**src/rtl/uart_pkg.sv**
```systemverilog
// Shared UART TX definitions: frame constants, FSM state encoding and clog2 helper.
// Optional parity support is selected by UART_TX_PARITY_EN in the scheduler.
package uart_pkg;

  localparam int unsigned TICKS_PER_BIT = 16;
  localparam int unsigned DATA_BITS     = 8;
  localparam int unsigned TICK_CNT_W    = 4;
  localparam int unsigned BIT_IDX_W     = 3;

  typedef enum logic [2:0] {
    ST_IDLE   = 3'd0,
    ST_START  = 3'd1,
    ST_DATA   = 3'd2,
    ST_PARITY = 3'd3,
    ST_STOP   = 3'd4
  } uart_state_e;

  function automatic int unsigned clog2(input int unsigned value);
    int unsigned res;
    int unsigned v;
    res = 0;
    v   = value - 1;
    while (v > 0) begin
      res = res + 1;
      v   = v >> 1;
    end
    return res;
  endfunction

endpackage

```
**src/rtl/uart_rr_arbiter.sv**
```systemverilog
// Combinational round-robin arbiter: first set request at or above the pointer, with wrap.
module uart_rr_arbiter
  import uart_pkg::*;
#(
  parameter int unsigned NUM_REQ = 4,
  parameter int unsigned ID_W    = clog2(NUM_REQ)
) (
  input  logic [NUM_REQ-1:0] req_i,
  input  logic [ID_W-1:0]    ptr_i,
  output logic [NUM_REQ-1:0] gnt_c_o,
  output logic [ID_W-1:0]    gnt_idx_c_o
);

  always_comb begin
    logic            found;
    logic [ID_W-1:0] cand;
    gnt_c_o     = '0;
    gnt_idx_c_o = '0;
    found       = 1'b0;
    cand        = '0;
    for (int unsigned i = 0; i < NUM_REQ; i++) begin
      cand = ID_W'((32'(ptr_i) + i) % NUM_REQ);
      if (!found && req_i[cand]) begin
        found         = 1'b1;
        gnt_c_o[cand] = 1'b1;
        gnt_idx_c_o   = cand;
      end
    end
  end

endmodule

```
**src/rtl/uart_tx_scheduler.sv**
```systemverilog
// Round-robin UART transmit scheduler: grants one requester per frame and serialises its byte.
// Define UART_TX_PARITY_EN to insert an even-parity bit after the data bits.
module uart_tx_scheduler
  import uart_pkg::*;
#(
  parameter int unsigned NUM_REQ   = 4,
  parameter int unsigned STOP_BITS = 1,
  parameter int unsigned ID_W      = clog2(NUM_REQ)
) (
  input  logic                   CLK,
  input  logic                   RST,
  input  logic                   TICK16,
  input  logic [NUM_REQ-1:0]     REQ,
  input  logic [8*NUM_REQ-1:0]   DATA,
  output logic [NUM_REQ-1:0]     ACK,
  output logic                   TX,
  output logic                   BUSY,
  output logic [ID_W-1:0]        CUR_ID
);

  uart_state_e            state_q, state_d;
  logic [NUM_REQ-1:0]     ack_q, ack_d;
  logic                   tx_q, tx_d;
  logic                   busy_q, busy_d;
  logic [ID_W-1:0]        cur_id_q, cur_id_d;
  logic [ID_W-1:0]        ptr_q, ptr_d;
  logic [TICK_CNT_W-1:0]  tick_cnt_q, tick_cnt_d;
  logic [BIT_IDX_W-1:0]   bit_idx_q, bit_idx_d;
  logic [DATA_BITS-1:0]   shift_q, shift_d;
`ifdef UART_TX_PARITY_EN
  logic                   parity_q, parity_d;
`endif

  logic [NUM_REQ-1:0]     gnt_c;
  logic [ID_W-1:0]        gnt_idx_c;
  logic [DATA_BITS-1:0]   bytes_c [NUM_REQ];
  logic [DATA_BITS-1:0]   sel_byte_c;
  logic                   bit_end_c;

  uart_rr_arbiter #(
    .NUM_REQ (NUM_REQ),
    .ID_W    (ID_W)
  ) u_arb (
    .req_i       (REQ),
    .ptr_i       (ptr_q),
    .gnt_c_o     (gnt_c),
    .gnt_idx_c_o (gnt_idx_c)
  );

  for (genvar g = 0; g < NUM_REQ; g++) begin : g_bytes
    assign bytes_c[g] = DATA[g*DATA_BITS +: DATA_BITS];
  end

  assign sel_byte_c = bytes_c[gnt_idx_c];
  assign bit_end_c  = TICK16 && (tick_cnt_q == TICK_CNT_W'(TICKS_PER_BIT - 1));

  always_ff @(posedge CLK or posedge RST) begin
    if (RST) begin
      state_q    <= ST_IDLE;
      ack_q      <= '0;
      tx_q       <= 1'b1;
      busy_q     <= 1'b0;
      cur_id_q   <= '0;
      ptr_q      <= '0;
      tick_cnt_q <= '0;
      bit_idx_q  <= '0;
      shift_q    <= '0;
`ifdef UART_TX_PARITY_EN
      parity_q   <= 1'b0;
`endif
    end else begin
      state_q    <= state_d;
      ack_q      <= ack_d;
      tx_q       <= tx_d;
      busy_q     <= busy_d;
      cur_id_q   <= cur_id_d;
      ptr_q      <= ptr_d;
      tick_cnt_q <= tick_cnt_d;
      bit_idx_q  <= bit_idx_d;
      shift_q    <= shift_d;
`ifdef UART_TX_PARITY_EN
      parity_q   <= parity_d;
`endif
    end
  end

  // Next-state logic; the tick counter only runs while a frame is in flight
  always_comb begin
    state_d    = state_q;
    ack_d      = '0;
    tx_d       = tx_q;
    busy_d     = busy_q;
    cur_id_d   = cur_id_q;
    ptr_d      = ptr_q;
    tick_cnt_d = tick_cnt_q;
    bit_idx_d  = bit_idx_q;
    shift_d    = shift_q;
`ifdef UART_TX_PARITY_EN
    parity_d   = parity_q;
`endif

    if (state_q != ST_IDLE && TICK16) begin
      tick_cnt_d = tick_cnt_q + TICK_CNT_W'(1);
    end

    case (state_q)
      ST_IDLE: begin
        tx_d = 1'b1;
        if (|REQ) begin
          ack_d      = gnt_c;
          shift_d    = sel_byte_c;
          cur_id_d   = gnt_idx_c;
          busy_d     = 1'b1;
          tx_d       = 1'b0;
          state_d    = ST_START;
          tick_cnt_d = '0;
          bit_idx_d  = '0;
          ptr_d      = (gnt_idx_c == ID_W'(NUM_REQ - 1)) ? '0 : gnt_idx_c + ID_W'(1);
`ifdef UART_TX_PARITY_EN
          parity_d   = ^sel_byte_c;
`endif
        end
      end
      ST_START: begin
        if (bit_end_c) begin
          state_d   = ST_DATA;
          tx_d      = shift_q[0];
          shift_d   = shift_q >> 1;
          bit_idx_d = '0;
        end
      end
      ST_DATA: begin
        if (bit_end_c) begin
          if (bit_idx_q == BIT_IDX_W'(DATA_BITS - 1)) begin
            bit_idx_d = '0;
`ifdef UART_TX_PARITY_EN
            state_d   = ST_PARITY;
            tx_d      = parity_q;
`else
            state_d   = ST_STOP;
            tx_d      = 1'b1;
`endif
          end else begin
            bit_idx_d = bit_idx_q + BIT_IDX_W'(1);
            tx_d      = shift_q[0];
            shift_d   = shift_q >> 1;
          end
        end
      end
`ifdef UART_TX_PARITY_EN
      ST_PARITY: begin
        if (bit_end_c) begin
          state_d = ST_STOP;
          tx_d    = 1'b1;
        end
      end
`endif
      ST_STOP: begin
        if (bit_end_c) begin
          if (bit_idx_q == BIT_IDX_W'(STOP_BITS - 1)) begin
            state_d   = ST_IDLE;
            busy_d    = 1'b0;
            tx_d      = 1'b1;
            bit_idx_d = '0;
          end else begin
            bit_idx_d = bit_idx_q + BIT_IDX_W'(1);
          end
        end
      end
      default: begin
        state_d = ST_IDLE;
        busy_d  = 1'b0;
        tx_d    = 1'b1;
      end
    endcase
  end

  assign ACK    = ack_q;
  assign TX     = tx_q;
  assign BUSY   = busy_q;
  assign CUR_ID = cur_id_q;

endmodule

```
**config.mk**
```make
export PLATFORM = sky130hd
export DESIGN_NAME = uart_tx_scheduler
export DESIGN_NICKNAME = d
export VERILOG_FILES = /design/src/rtl/uart_pkg.sv /design/src/rtl/uart_rr_arbiter.sv /design/src/rtl/uart_tx_scheduler.sv
export SDC_FILE = /design/constraint.sdc
export NUM_CORES = 1
export LEC_CHECK = 0
export CORE_MARGIN = 2
export CORE_UTILIZATION = 45
export DETAILED_ROUTE_END_ITERATION = 10
export PLACE_DENSITY = 0.72
export SKIP_CTS_REPAIR_TIMING = 1
export SLEW_MARGIN = 20
export SYNTH_ARGS = -nofsm -noshare
export SYNTH_HDL_FRONTEND = slang
export SYNTH_SLANG_ARGS = --single-unit
```
**constraint.sdc**
```tcl
create_clock -name CLK -period 3.4 [get_ports CLK]
set_clock_uncertainty 0.1 [all_clocks]
set_input_delay 0.51 -clock CLK [delete_from_list [all_inputs] [get_ports CLK]]
set_output_delay 0.51 -clock CLK [all_outputs]
set_load 0.03 [all_outputs]
```
==> summary.md, run 1 <==
| Metric | Value |
|---|---|
| Placer Congestion | 0.785 |
| Total clock buffers created by CTS | 3 |
| I/O pin cnt | 47 |
| Max-Slew Margin vs Limit | 65.1% |
| Crit path max fanout | 9 |
| Fin crit share | 81.1% |
| Routed length on met3 | 131 um |
| Total track usage | 18.0% |
| Die Area | 5450 sq um |
| Share of the synthesized area in the top cell type | 30.8% |
| RR Startpoint | ptr_q[0]$_DFFE_PP0P_ |
| Via count | ~1.8k |
| Max Transition Viols Final | 0 |
| Die Wd | 73.8 um |
| Crit path kind | reg2reg |
| Mapped Area | 2190 sq um |
| Overall routed net length | 4660 um |
| Synth top area cells | dfrtp_1 31%, mux2i_1 10%, ha_1 6.8% |
| Nets | between 300 and 400 |
| Core Region | 4720 sq um |
| Cell count after synthesis | roughly 230 |
| Critical Path AT | 2.79 ns |
| Drt drc | 0 |
| Reg2reg setup slack | roughly 0.64 ns |
| Antenna-violating nets left | 0 |
| CP peak stage delay | 0.43 ns |
| Path depth of the worst reg2reg path | 8 |
| Share of post-route cells with drive strength above 1 | 11.9% |
| Clock buffer depth | 2 |
| PwrDens | 875 nW/um^2 |
| ANT cells | 0 |
| Root Driver | clkbuf_8 |
| Routed vias/inst | 5.47 |
| Mean Syn Cell Area | 9.71 sq um |
| Highest Clock Rate | 363 MHz |
| R2r endpoint | shift_q[5]$_DFFE_PP0P_ |
| DRT met1 WL | ~2200 um |
| Mapped Nets | roughly 280 |
| Final Hold Viols | 0 |
| Count of final setup violators | 0 |
| Fin Hold WS | between 0.4 and 0.5 ns |
| CP Buf/Inv Count | 1 |
| Row count | 25 |
| Worst-skew pair later-pin latency | 0.27 ns |
| H-tree level count | 1 |
| Worst hold path endpoint | TX$_DFFE_PP1P_ |
| Worst setup margin | about 0.64 ns |
| Top layer in use | met4 |
| Unrepaired setup endpoints after global routing | false |
| Slowest CP cell | nor2_2 |
| First-pass GRT wire length | 7800 um |
| Final design utilization | around 58% |
| Async set-reset flop share out of synthesis | 100% |
| CTS sink cnt | 28 |
| Post-synthesis sequential area ratio | 32.0% |
| Area Overhead vs Synth | 24.3% |
| Min Tclk post-route | 2.76 ns |
| Vias in the first global route | 1711 |
| Hold WC Path Type | reg2reg |
| Peak supply drop | 0.586 mV |
| First drt pass iteration count | 4 |
| Fin cells | 336 |
| Seq cells post-synth | 28 |
| Pleak | 0.00113 uW |
| Die Ht | between 70 and 80 um |
| Largest net degree at the start of global routing | 29 |
| Wire per inst | roughly 14 um |
| Least-Margin Pin Slew | 0.523 ns |
| Top FF cell, synth | dfrtp_1 |
| Worst setup SP type | flop |
| Maxcap violations | 0 |
| Dpl ws | roughly 0.39 ns |
| Hold Startpoint | TX$_DFFE_PP1P_ |
| Total gr overflow | 0 |
| Clock slew at reported path FFs | around 0.090 ns |
| Hold Path Depth | 2 |
| TritonCTS clock tree | done |
| Placed Instances | 332 |
| Worst path required time | 3.44 ns |
| Status | finished, final reports clean |
| YS warnings | 0 |
| Synth area leader | dfrtp_1 |
| Post-synth EDFFs | 0 |
| CP delay by family, top | simple AND/OR/NAND/NOR gates |
| Port Buf Inserts | 46 |
| Initial antenna violation count | 0 |
| Netlist cell types | 54 |
| Total negative slack | 0 ns |
| Endpoint type of the worst setup path | flop |
| Routed wl met2 | 2290 um |
| Iter 0 DRT Violations | 71 |
| Crit-path cells | inv_1, ha_1, or3b_1, a2111oi_2, a21o_2, o22ai_2, nor2_2, a221oi_2 |
| Detail Placement HPWL | between 3000 and 4000 um |
| Initial Util | 46.5% |
-- layout by cell type, fill, tap and decap left out, types with 2 or more instances in the layout --
cell type,netlist,layout
a21o_1,2,2
o21ai_0,7,7
xor2_1,3,3
nor2_1,24,24
dfrtp_1,27,27
a31oi_1,2,2
a221oi_1,4,4
and2_1,2,2
clkdlybuf4s50_1,0,46
ha_1,12,12
o21ai_1,2,2
nand4_1,3,3
o22ai_1,11,11
nand2b_1,9,9
a21oi_1,8,8
inv_1,9,9
mux2_2,2,2
buf_4,1,6
nor3_1,4,4
nand2_1,12,12
mux2i_1,23,23
a221oi_2,7,7
clkbuf_8,0,3
nand3_1,8,8
a22oi_1,5,5
mux4_2,2,2
-- final cells by class --
cell class | instances | area, sq um
inverters | 10 | 37.5
multi-input cells | 175 | 1350
fillers | 411 | 2000
clock buffers | 4 | 45.0
well taps | 67 | 83.8
flip-flops and latches | 28 | 702
repair buffers | 52 | 505
-- Yosys cell counts, drive strengths merged, types with 2 or more instances --
master and count:
buf 10, nor2b 2, and2 2, ha 12, xor2 3, a221oi 11
mux4 2, nor3 4, nor2 25, dfrtp 27, mux2i 24, mux2 2
clkbuf 3, o21ai 10, a21o 3, nand2b 9, o22ai 12, nand2 13
nand3 9, inv 9, a22oi 5, nand4 3, a21oi 8, a31oi 2
-- through the flow --
step	area, sq um	total power, uW
6_report	2730	2390
3_5_place_dp	2680	2210
3_3_place_gp	2680	2190
4_1_cts	2730	2410
5_1_grt	2730	2600
2_1_floorplan	2190	1910
-- layer usage --
metal | GRT usage, % | vias to the layer above
li1 | - | 924
met1 | 25.3 | 876
met2 | 30.0 | 37
met3 | 2.19 | 2
met4 | 3.03 | 0
met5 | 0 | -
-- state kept, by name (all words and copies together), names as in the netlist --
register    count
tick_cnt_q      4
state_q         3
TX              1
ACK             4
bit_idx_q       3
ptr_q           2
BUSY            1
CUR_ID          2
shift_q         8
-- worst max path at each step --
stage,cells past startpoint,slack [ns],from,to
after floorplan,11,0.39,ptr_q[0]$_DFFE_PP0P_,shift_q[0]$_DFFE_PP0P_
after global placement,7,0.44,REQ[2],shift_q[0]$_DFFE_PP0P_
after detailed placement,7,0.39,REQ[3],shift_q[2]$_DFFE_PP0P_
after CTS,8,0.62,ptr_q[0]$_DFFE_PP0P_,shift_q[2]$_DFFE_PP0P_
after global routing,8,0.44,ptr_q[0]$_DFFE_PP0P_,shift_q[4]$_DFFE_PP0P_
final,8,0.64,ptr_q[0]$_DFFE_PP0P_,shift_q[5]$_DFFE_PP0P_
-- power by group --
group	internal [uW]	switching [uW]	leakage [uW]
Sequential	479	133	0.000345
Combinational	712	879	0.000764
Clock	83.9	101	0.0000228
Total	1270	1110	0.00113
-- worst register-to-register path, stage by stage (launching register included) --
cell	delay, ns
dfrtp_1	0.39
inv_1	0.25
ha_1	0.31
or3b_1	0.40
a2111oi_2	0.30
a21o_2	0.19
o22ai_2	0.13
nor2_2	0.43
a221oi_2	0.13
-- cells by family after synthesis --
logic type / synth area share (%)
and+or+nand+nor: 16.6
AOI/OAI and AO/OA: 22.4
muxes: 14.6
DFF: 32.0
buffers and inverters: 6.33
adders and majority gates: 6.84
xor gates and xnor gates: 1.20
No activity file was read; power rests on OpenSTA's default activity.
==> run 2, diff against run 1 <==
clock period = 2.6 ns   (was 3.4 ns; I/O delays follow)
==> summary.md, run 2 (same netlist as run 1, synthesis figures left out) <==
| Metric | Value |
|---|---|
| M2 GR Usage | 29.1% (-0.89 points) |
| Clock slew at reported path FFs | 0.10 ns (about the same) |
| Endpoint type of the worst setup path | flop |
| Vias in the first global route | 1810 (+5.8%) |
| Row count | 25 (unchanged) |
| Worst path required time | 2.69 ns (-0.75 ns) |
| Max Transition Viols Final | 0 (unchanged) |
| Pleak | 0.00122 uW (+8.2%) |
| Die Wd | 73.8 um (unchanged) |
| RR Startpoint | ptr_q[0]$_DFFE_PP0P_ |
| I/O pin cnt | 47 (unchanged) |
| Count of final setup violators | 0 (unchanged) |
| Share of post-route cells with drive strength above 1 | 20.1% (+8.2 points) |
| Routed vias/inst | 5.28 (-3.6%) |
| PwrDens | 1150 nW/um^2 (+32%) |
| Via count | 1874 (+1.9%) |
| Port Buf Inserts | 46 (unchanged) |
| Total clock buffers created by CTS | 3 (unchanged) |
| Antenna-violating nets left | 0 (unchanged) |
| First-pass GRT wire length | 8320 um (+6.7%) |
| Total gr overflow | 0 (unchanged) |
| Slowest CP cell | mux4_2 |
| Maxcap violations | 0 (unchanged) |
| Die Ht | 73.8 um (unchanged) |
| Total track usage | 19.3% (+1.3 points) |
| Root Driver | clkbuf_8 |
| ANT cells | 0 (unchanged) |
| Largest net degree at the start of global routing | 29 (unchanged) |
| Placer Congestion | 0.796 (+1.4%) |
| First drt pass iteration count | 4 (unchanged) |
| Most frequent cells in the layout | 46 x clkdlybuf4s50_1, 26 x dfrtp_1, 25 x buf_4 |
| Crit path kind | in2reg |
| Fin crit share | 93.7% |
| Largest register FFs | 8 (unchanged) |
| Area of placed instances | 2860 sq um (+6.5%) |
| Die Area | 5450 sq um (unchanged) |
| Crit. Startpoint | REQ[3] |
| Drt drc | 0 (unchanged) |
| Worst setup SP type | input pin |
| Design Area, Final | 2920 sq um (+7.0%) |
| Total Power | 3370 uW (+41%) |
| Initial Util | 46.5% (unchanged) |
| Iter 0 DRT Violations | 93 (+31%) |
| Overall routed net length | 4840 um (+3.9%) |
| Min Tclk post-route | 2.44 ns |
| CP peak stage delay | 0.58 ns (+0.15 ns) |
| Met3 Use GR | 3.98% (+1.8 points) |
| Initial antenna violation count | 0 (unchanged) |
| Max-Slew Margin vs Limit | 64.6% (-0.54 points) |
| Wire per inst | 13.6 um (-1.7%) |
| Critical Path AT | 2.53 ns (-0.26 ns) |
| Global routing's busiest layer | met2 |
| Clock buffer depth | 2 (unchanged) |
| Status | finished, final reports clean |
| Unrepaired setup endpoints after global routing | false |
| Least-Margin Pin Slew | 0.531 ns (+0.00812 ns) |
| Commonest non-fill, non-tap cell in the layout | clkdlybuf4s50_1 |
| Worst-skew pair later-pin latency | 0.28 ns (about the same) |
| Core Region | 4720 sq um (unchanged) |
| M1 GR Usage | 27.8% (+2.5 points) |
| Nets | 340 (+5.9%) |
| H-tree level count | 1 (unchanged) |
| Area Overhead vs Synth | 33.0% |
| CTS sink cnt | 28 (unchanged) |
| Final Hold Viols | 0 (unchanged) |
| Detail Placement HPWL | 3700 um (+3.4%) |
| Peak supply drop | 0.576 mV (-1.7%) |
| Hold WC Path Type | in2async |
| Crit-path cells | clkdlybuf4s50_1, mux4_2, o21bai_2, nand3_2, nand2_4, mux2i_1, a221oi_2 |
| Largest register by flop count | shift_q |
| Crit path max fanout | 16 (+7) |
| TritonCTS clock tree | done |
| Reg2reg setup slack | 0.16 ns (-0.48 ns) |
| Highest Clock Rate | 410 MHz |
[run 2: critical path: cells and delay by family]
| family | cells | cell delay (ns) |
|---|---|---|
| and+or+nand+nor | 2 | 0.31 |
| muxes | 2 | 0.77 |
| buffers and inverters | 1 | 0.54 |
| AOI/OAI and AO/OA | 2 | 0.50 |
[run 2: where the power goes]
part | internal, uW | leakage, uW | switching (uW)
logic | 1080 | 0.000851 | 1200
clock network | 136 | 0.0000288 | 138
registers | 628 | 0.000344 | 186
total | 1840 | 0.00122 | 1530
[run 2: metrics by stage]
stage | TNS, ns | utilization, % | worst slack (ns) | hold WS [ns] | std cells
2_1_floorplan | -1.31 | - | -0.175 | 0.355 | 226
5_1_grt | 0 | 61.8 | 0.0225 | 0.427 | 355
4_1_cts | 0 | 61.7 | 0.109 | 0.379 | 355
3_3_place_gp | -0.205 | 60.5 | -0.0313 | 0.421 | 351
3_5_place_dp | -0.649 | 60.5 | -0.0963 | 0.430 | 351
6_report | 0 | 61.8 | 0.163 | 0.364 | 355
[run 2: layout make-up]
type,instances,area [sq um]
inverter,10,41.3
clock buffer,4,55.1
timing repair buffer,71,648
tap,67,83.8
sequential,28,703
fill,383,1800
multi-input combinational,175,1390
[run 2: worst paths after layout]
path / end / cells after the start
worst max-delay path: shift_q[5]$_DFFE_PP0P_ / 7
worst min-delay path: ACK[0]$_DFF_PP0_ / 3
worst max register to register: shift_q[1]$_DFFE_PP0P_ / 8
worst min register to register: TX$_DFFE_PP1P_ / 2
max in group asynchronous: TX$_DFFE_PP1P_ / 3
min in group CLK: TX$_DFFE_PP1P_ / 2
[run 2: per-layer routing]
| metal | wire length (um) | up-vias | part of all wire [%] |
|---|---|---|---|
| li1 | - | 961 | - |
| met5 | 0 | - | 0 |
| met4 | 51 | 0 | 1.1 |
| met2 | 2250 | 36 | 46 |
| met3 | 164 | 6 | 3.4 |
| met1 | 2380 | 871 | 49 |
